**config.mk**
```make
export PLATFORM = sky130hd
export DESIGN_NAME = calc_sequencer
export DESIGN_NICKNAME = d
export VERILOG_FILES = /design/src/rtl/calc_sequencer.sv
export SDC_FILE = /design/constraint.sdc
export NUM_CORES = 1
export LEC_CHECK = 0
export BUFFER_PORTS_ARGS = -buffer_cell sky130_fd_sc_hd__buf_2
export CORE_MARGIN = 2
export CORE_UTILIZATION = 30
export DETAILED_ROUTE_END_ITERATION = 6
export GPL_ROUTABILITY_DRIVEN = 0
export GPL_TIMING_DRIVEN = 0
export MAX_ROUTING_LAYER = met4
export SLEW_MARGIN = 40
export SYNTH_ARGS = -nofsm -noshare
export SYNTH_HDL_FRONTEND = slang
export SYNTH_SLANG_ARGS = --single-unit
```
**constraint.sdc**
```tcl
create_clock -name clk -period 1.5 [get_ports clk]
set_input_delay 0.45 -clock clk [delete_from_list [all_inputs] [get_ports clk]]
set_output_delay 0.45 -clock clk [all_outputs]
set_load 0.03 [all_outputs]
```
**src/rtl/calc_sequencer.sv**
```systemverilog
// Calculator front-end sequencer: gathers A, B and opcode from the keypad,
// strobes the operand/opcode registers, launches the ALU and waits for it with a timeout.
module calc_sequencer #(
    parameter int Word_Length    = 4,
    parameter int NUM_OPS        = 4,
    parameter int TIMEOUT_CYCLES = 16
) (
    input  logic                   clk,
    input  logic                   reset,
    input  logic                   start_i,
    input  logic                   abort_i,
    input  logic                   clear_i,
    input  logic                   key_valid_i,
    input  logic [Word_Length-1:0] key_data_i,
    input  logic                   alu_done_i,
    output logic [Word_Length-1:0] reg_data_o,
    output logic                   ld_a_o,
    output logic                   ld_b_o,
    output logic                   ld_op_o,
    output logic                   alu_start_o,
    output logic                   busy_o,
    output logic                   done_o,
    output logic                   error_o,
    output logic [2:0]             state_o
);

    typedef enum logic [2:0] {
        IDLE   = 3'd0,
        GET_A  = 3'd1,
        GET_B  = 3'd2,
        GET_OP = 3'd3,
        EXEC   = 3'd4,
        WAIT   = 3'd5,
        DONE   = 3'd6,
        ERR    = 3'd7
    } state_t;

    localparam int CW = (TIMEOUT_CYCLES > 2) ? $clog2(TIMEOUT_CYCLES) : 1;
    localparam logic [CW-1:0]        CNT_LAST = CW'(TIMEOUT_CYCLES - 1);
    localparam logic [Word_Length:0] OPS_LIM  = (Word_Length + 1)'(NUM_OPS);

    state_t                 state_q, state_d;
    logic [CW-1:0]          cnt_q, cnt_d;
    logic [Word_Length-1:0] reg_data_q, reg_data_d;
    logic                   ld_a_q, ld_a_d, ld_b_q, ld_b_d, ld_op_q, ld_op_d;
    logic                   alu_start_q, alu_start_d, done_q, done_d, error_q, error_d;
    logic                   busy_q;

    always_comb begin
        state_d     = state_q;
        cnt_d       = cnt_q;
        reg_data_d  = reg_data_q;
        ld_a_d      = 1'b0;
        ld_b_d      = 1'b0;
        ld_op_d     = 1'b0;
        alu_start_d = 1'b0;
        done_d      = 1'b0;
        error_d     = error_q;
        case (state_q)
            IDLE: if (start_i) state_d = GET_A;
            GET_A: begin
                if (abort_i) state_d = IDLE;
                else if (key_valid_i) begin
                    reg_data_d = key_data_i;
                    ld_a_d     = 1'b1;
                    state_d    = GET_B;
                end
            end
            GET_B: begin
                if (abort_i) state_d = IDLE;
                else if (key_valid_i) begin
                    reg_data_d = key_data_i;
                    ld_b_d     = 1'b1;
                    state_d    = GET_OP;
                end
            end
            GET_OP: begin
                if (abort_i) state_d = IDLE;
                else if (key_valid_i) begin
                    // An illegal opcode is not latched; the bus keeps operand B.
                    if ({1'b0, key_data_i} < OPS_LIM) begin
                        reg_data_d = key_data_i;
                        ld_op_d    = 1'b1;
                        state_d    = EXEC;
                    end else begin
                        error_d = 1'b1;
                        state_d = ERR;
                    end
                end
            end
            EXEC: begin
                if (abort_i) state_d = IDLE;
                else begin
                    alu_start_d = 1'b1;
                    cnt_d       = '0;
                    state_d     = WAIT;
                end
            end
            WAIT: begin
                // alu_done is checked before the timeout so a same-cycle collision completes.
                if (abort_i) state_d = IDLE;
                else if (alu_done_i) begin
                    done_d  = 1'b1;
                    state_d = DONE;
                end else if (cnt_q == CNT_LAST) begin
                    error_d = 1'b1;
                    state_d = ERR;
                end else begin
                    cnt_d = cnt_q + 1'b1;
                end
            end
            DONE: state_d = IDLE;
            ERR: begin
                if (clear_i) begin
                    error_d = 1'b0;
                    state_d = IDLE;
                end
            end
            default: state_d = IDLE;
        endcase
    end

    always_ff @(posedge clk or negedge reset) begin
        if (!reset) begin
            state_q     <= IDLE;
            cnt_q       <= '0;
            reg_data_q  <= '0;
            ld_a_q      <= 1'b0;
            ld_b_q      <= 1'b0;
            ld_op_q     <= 1'b0;
            alu_start_q <= 1'b0;
            done_q      <= 1'b0;
            error_q     <= 1'b0;
            busy_q      <= 1'b0;
        end else begin
            state_q     <= state_d;
            cnt_q       <= cnt_d;
            reg_data_q  <= reg_data_d;
            ld_a_q      <= ld_a_d;
            ld_b_q      <= ld_b_d;
            ld_op_q     <= ld_op_d;
            alu_start_q <= alu_start_d;
            done_q      <= done_d;
            error_q     <= error_d;
            busy_q      <= (state_d != IDLE) && (state_d != DONE) && (state_d != ERR);
        end
    end

    assign reg_data_o  = reg_data_q;
    assign ld_a_o      = ld_a_q;
    assign ld_b_o      = ld_b_q;
    assign ld_op_o     = ld_op_q;
    assign alu_start_o = alu_start_q;
    assign busy_o      = busy_q;
    assign done_o      = done_q;
    assign error_o     = error_q;
    assign state_o     = state_q;

endmodule

```
==> run summary, run 1 <==
### Timing
* 1460 ps — Period minus WS final
* 40.1 ps — setup ws final
* 0 — Setup Viol. Count Final
* 0 ps — setup tns final
* 72.5% — Slew Limit Headroom
* 0.685 GHz — achievable clock frequency
* 0 — final number of hold-violating endpoints
* 0 — number of max-slew violations in the final report
* 3.09 ps — final worst clock skew
* yes — RSZ-0062 raised after global routing
* 97.3% — final period utilization
* 413 ps — Worst Tran Pin Value

### Logic synthesis
* dfrtp_1 (49%), mux2_1 (4.9%), nand2_1 (3.3%), a21oi_1 (2.7%), buf_2 (2.7%) — Synth area leaders
* 49.0% — part of the Yosys area used for sequential elements
* dfrtp_1 — cell with the most instances after synthesis
* dfrtp_1 — cell taking the most area after synthesis
* 49.0% — share of the synthesized area in the top cell type
* 918 um2 — post-synthesis cell area
* 100% — share of synthesized registers carrying an async set or reset
* 88 — cell count after synthesis
* 100 — number of nets produced by synthesis
* 0 — yosys warns
* 10.4 um2 — synthesized area per cell
* 38 — number of distinct library cells after synthesis
* 0 — EDFF count, synth
* dfrtp_1 — predominant post-synthesis flop cell
* 18 — flip-flop and latch count after synthesis
* dfrtp_1 (18), nand2_1 (8), nor2_1 (6) — commonest cells in the netlist

### Clocking
* 290 ps — clock latency at the later pin of the worst-skew pair
* 3 — clock buffer count from CTS
* built — clock tree from TritonCTS
* 0 — Post-CTS Hold Fix Bufs
* 1 — H-tree levels
* 100 ps — clock input transition at the sequential cells of the worst setup and hold paths
* 2 — maximum number of buffers from clock root to sink
* clkbuf_4 — clock tree root buffer cell
* 18 — TritonCTS Sinks

### Routing
* 0 — number of nets with antenna violations after detailed routing
* 2360 um — WL final
* 0 — post-route DRC violation count
* 2 — iteration count of the initial detailed-routing pass
* 15.2 um — DR WL/cell
* 5.57 — drt via density
* 11 — First DRT Iteration DRCs
* 863 — total via count in the routed design

### GRT
* 14.6% — gr usage total
* 3820 um — first-pass GRT wire length
* 0 — leftover overflow at the end of global routing
* 0 — antenna violations before repair
* 19 — largest net degree at the start of global routing
* 839 — vias in the first global route

### Critical path
* state_o[1] — launch point of the worst reg-to-reg path
* flip-flop — category of the worst setup path capture point
* 8 — crit path max fanout
* busy_o — worst reg2reg endpoint
* flip-flop to flip-flop — critical setup path kind
* 1730 ps — worst endpoint required time
* 4 — worst reg2reg path depth
* 1690 ps — signal arrival time at the worst endpoint
* 40 ps — Reg2Reg Setup Slack
* flip-flop — crit path launch type

### Floorplanning
* 0.00298 mm2 — area of the placeable core
* 20 — count of standard-cell rows
* 25 — number of I/O pins
* 59.3 um — width of the chip
* 0.00352 mm2 — total die area
* 59.3 um — Die H
* 30.8% — Starting Density

### Power
* 54.0% — Comb power frac
* 0.579 nW — Static Leakage
* 11.1% — Clock power frac
* 987 uV — highest ir drop seen on vdd
* 43.5% — net switching share of the total power
* 1.27 mW — internal power component
* 1770 mW/mm2 — total power density per cell area
* 34.9% — sequential share of power
* 0.982 mW — reported net switching power

### Outcome
* complete, no violations — result of the run

### Final layout
* 38.8% — layout overhead on the synthesized area
* 135 — net total in the final layout
* 155 — Final Non-Filler Cells
* 46.7% — fraction of layout cells with a size suffix above 1
* 0.00127 mm2 — post-route cell area
* 0 — number of antenna repair diodes
* 295 — fillcell total

### Place
* 145 — count of placed standard cells including taps
* 1500 um — Final HPWL DP
* 24 — count of buffers from port buffering
* 0.00108 mm2 — post-placement cell area
* -249 ps — minimum setup slack after placement

### Min path
* input pin to asynchronous set/reset pin — class of the tightest hold or removal check

### Flow run
* 0 — max-cap check violation count

repair_timing:
item / in CTS / in global routing
buffers inserted: 3 / 3
pin swaps: 0 / 7
resized for setup: 6 / 20
setup endpoints to repair: 7 / 9
per-stage QoR:
step,hold WS (ps),power [mW],utilization (%)
final,72.7,2.26,42.8
after global routing,87.1,2.43,42.8
after CTS,77.9,2.06,38.5
after detailed placement,407,1.75,36.3
after global placement,402,1.72,36.3
after floorplan,154,1.48,-
worst max path at each step:
stage,startpoint,endpoint,cells past startpoint
after detailed placement,key_valid_i,busy_o,5
after global routing,state_o[1],busy_o,4
after floorplan,state_o[2],cnt_q[3],4
after global placement,key_valid_i,busy_o,5
final,state_o[1],busy_o,4
after CTS,state_o[1],cnt_q[3],4
logic make-up after synthesis:
| logic type | after synthesis | synth area share [%] |
|---|---|---|
| adders and majority gates | 1 | 1.36 |
| AOI/OAI and AO/OA | 29 | 23.6 |
| buffers and inverters | 6 | 3.13 |
| DFF | 18 | 49.0 |
| muxes | 4 | 4.90 |
| and+or+nand+nor | 30 | 18.0 |
registers in the layout, summed over array words and instances (netlist names):
signal,flops
alu_start_o,1
error_o,1
ld_a_o,1
ld_b_o,1
ld_op_o,1
state_o,3
cnt_q,4
busy_o,1
done_o,1
reg_data_o,4
metal layers:
metal	GRT usage [%]	up-vias	share of wire, %
li1	-	408	-
met1	19.0	433	47
met2	22.8	20	49
met3	4.15	2	3.8
met4	2.92	0	0.68
met5	-	-	0
critical path: stages (launching register included):
cell and delay [ps]:
dfrtp_2 480, or3_4 410, a32oi_1 190, o32a_2 200, a2bb2oi_2 120
power groups by stage:
| stage | Combinational, mW | Sequential (mW) | Clock [mW] |
|---|---|---|---|
| CTS | 1.03 | 0.765 | 0.266 |
| detailed placement | 0.969 | 0.778 | 0 |
| floorplan | 0.503 | 0.980 | 0 |
| finish | 1.22 | 0.787 | 0.250 |
| global route | 1.33 | 0.808 | 0.289 |
| global placement | 0.951 | 0.769 | 0 |
placed cells by master (no fill, tap or decap), drive strengths merged, types with 2 or more instances in the layout:
cell    instances
nand2           8
a21oi           5
clkbuf          5
nor3            2
o21ai           8
dfrtp          18
mux2            4
a22o            2
or3b            2
nor2            6
buf            34
nor4            2
layout make-up:
class,instances,area (um2),area share [%]
buffer,5,36.3,2.85
clock buffer,4,26.3,2.06
inverter,1,3.75,0.294
multi-input combinational,64,548,43.0
sequential,18,454,35.6
tap,33,41.3,3.24
timing repair buffer,30,165,13.0
No activity file was read; power rests on OpenSTA's default activity.
==> inputs of run 2 (changes only) <==
CTS_BUF_LIST = sky130_fd_sc_hd__clkbuf_16   (was unset)
GPL_ROUTABILITY_DRIVEN = unset   (was 0)
==> run summary, run 2 (synthesis gave the netlist of run 1 again) <==
### Outcome
* complete, no violations — result of the run

### Critical path
* busy_o — worst reg2reg endpoint
* flip-flop to flip-flop — critical setup path kind
* flip-flop — crit path launch type
* 1590 ps — signal arrival time at the worst endpoint
* 0 — combined buffer and inverter count along the critical path
* compound AO/OA/AOI/OAI gates — cell class contributing the biggest share of worst-path delay
* 400 ps — maximum single-stage delay on the critical path
* 1630 ps — worst endpoint required time
* 8 — crit path max fanout
* 40 ps — Reg2Reg Setup Slack
* state_o[0] — launch point of the worst path
* dfrtp_2 — CP max stage cell
* 4 — worst reg2reg path depth
* nor4bb_4 > a2111oi_4 > a221o_1 > a2bb2oi_2 — crit-path cells
* flip-flop — category of the worst setup path capture point
* state_o[0] — launch point of the worst reg-to-reg path

### Final layout
* 46.3% — fraction of layout cells with a size suffix above 1
* 134 — net total in the final layout
* buf_2 — most common cell after layout, fill and taps aside
* 277 — fillcell total
* 43.5% — Final Core Density
* 41.1% — layout overhead on the synthesized area
* buf_2 (27), dfrtp_1 (15), nand2_1 (8) — highest-count cells in the layout ignoring fill and taps
* 154 — Final Non-Filler Cells
* 0 — number of antenna repair diodes

### Timing
* 97.3% — final period utilization
* yes — RSZ-0062 raised after global routing
* 40.6 ps — setup ws final
* 0 — final number of hold-violating endpoints
* 0 ps — setup tns final
* 0 — number of max-slew violations in the final report
* 0.685 GHz — achievable clock frequency
* 414 ps — Worst Tran Pin Value
* 72.4% — Slew Limit Headroom
* 0 — Setup Viol. Count Final
* 1460 ps — Period minus WS final
* 0.565 ps — final worst clock skew

### Clocking
* clkbuf_16 — clock tree root buffer cell
* 1 — H-tree levels
* 2 — maximum number of buffers from clock root to sink
* built — clock tree from TritonCTS
* 250 ps — clock latency at the later pin of the worst-skew pair
* 50 ps — clock input transition at the sequential cells of the worst setup and hold paths
* 0 — Post-CTS Hold Fix Bufs
* 3 — clock buffer count from CTS
* 18 — TritonCTS Sinks

### Routing
* 15.0 um — DR WL/cell
* 3 — iteration count of the initial detailed-routing pass
* 827 — total via count in the routed design
* 24 — First DRT Iteration DRCs
* 0 — number of nets with antenna violations after detailed routing
* 0 — post-route DRC violation count
* 2300 um — WL final
* 5.37 — drt via density

### Floorplanning
* 0.00352 mm2 — total die area
* 59.3 um — width of the chip
* 0.00298 mm2 — area of the placeable core
* 59.3 um — Die H
* 30.8% — Starting Density
* 20 — count of standard-cell rows
* 25 — number of I/O pins

### Place
* 145 — count of placed standard cells including taps
* 24 — count of buffers from port buffering
* 0.797 — final weighted congestion of routability-driven global placement
* 1500 um — Final HPWL DP
* -249 ps — minimum setup slack after placement

### GRT
* 0 — antenna violations before repair
* 3800 um — first-pass GRT wire length
* 833 — vias in the first global route
* 14.7% — gr usage total
* 19 — largest net degree at the start of global routing
* 0 — leftover overflow at the end of global routing

### Flow run
* 0 — max-cap check violation count

### Power
* 1250 uV — highest ir drop seen on vdd
* 1920 mW/mm2 — total power density per cell area
* 2.48 mW — Power Total
* 0.602 nW — Static Leakage

### Min path
* input pin to asynchronous set/reset pin — class of the tightest hold or removal check

## run 2: power breakdown
group          switching (mW)  internal (mW)  leakage, nW
combinational           0.661          0.507        0.348
clock                   0.171          0.354       0.0423
sequential              0.150          0.641        0.212
total                   0.982           1.50        0.602
## run 2: through the flow
stage                     hold WS (ps)  instance area (um2)
final                              132                 1300
after global routing               164                 1300
after CTS                          143                 1180
after detailed placement           407                 1080
after global placement             402                 1080
after floorplan                    154                  921
## run 2: worst max-delay path by stage
stage	to	slack [ps]	depth (start not counted)
6_report	busy_o	40	4
5_1_grt	busy_o	-60	4
4_1_cts	reg_data_o[2]	-5	4
3_5_place_dp	busy_o	-250	5
3_3_place_gp	busy_o	-210	5
2_1_floorplan	cnt_q[3]	-40	4
## run 2: timing repair
| action | in CTS | in global routing |
|---|---|---|
| setup buffers | 1 | 4 |
| endpoints found under the setup margin | 7 | 9 |
| gates resized for setup | 5 | 18 |
| pin swaps | 0 | 5 |
## run 2: area by class of cell
class	count	area, um2	area share (%)
clock buffer	3	75.1	5.79
tap	33	41.3	3.19
timing repair buffer	29	158	12.2
multi-input combinational	64	531	40.9
buffer	5	30.0	2.32
sequential	18	454	35.0
inverter	1	3.75	0.290
clock inverter	1	3.75	0.290
## run 2: per-layer routing
metal  routed length [um]  GRT usage (%)  share of wire (%)  vias to the layer above
li1                     -              -                  -                      403
met1                 1110           19.1                 48                      405
met2                 1090           22.4                 47                       17
met3                   88           4.80                3.8                        2
met4                   10           2.92               0.43                        0
met5                    0              -                  0                        -
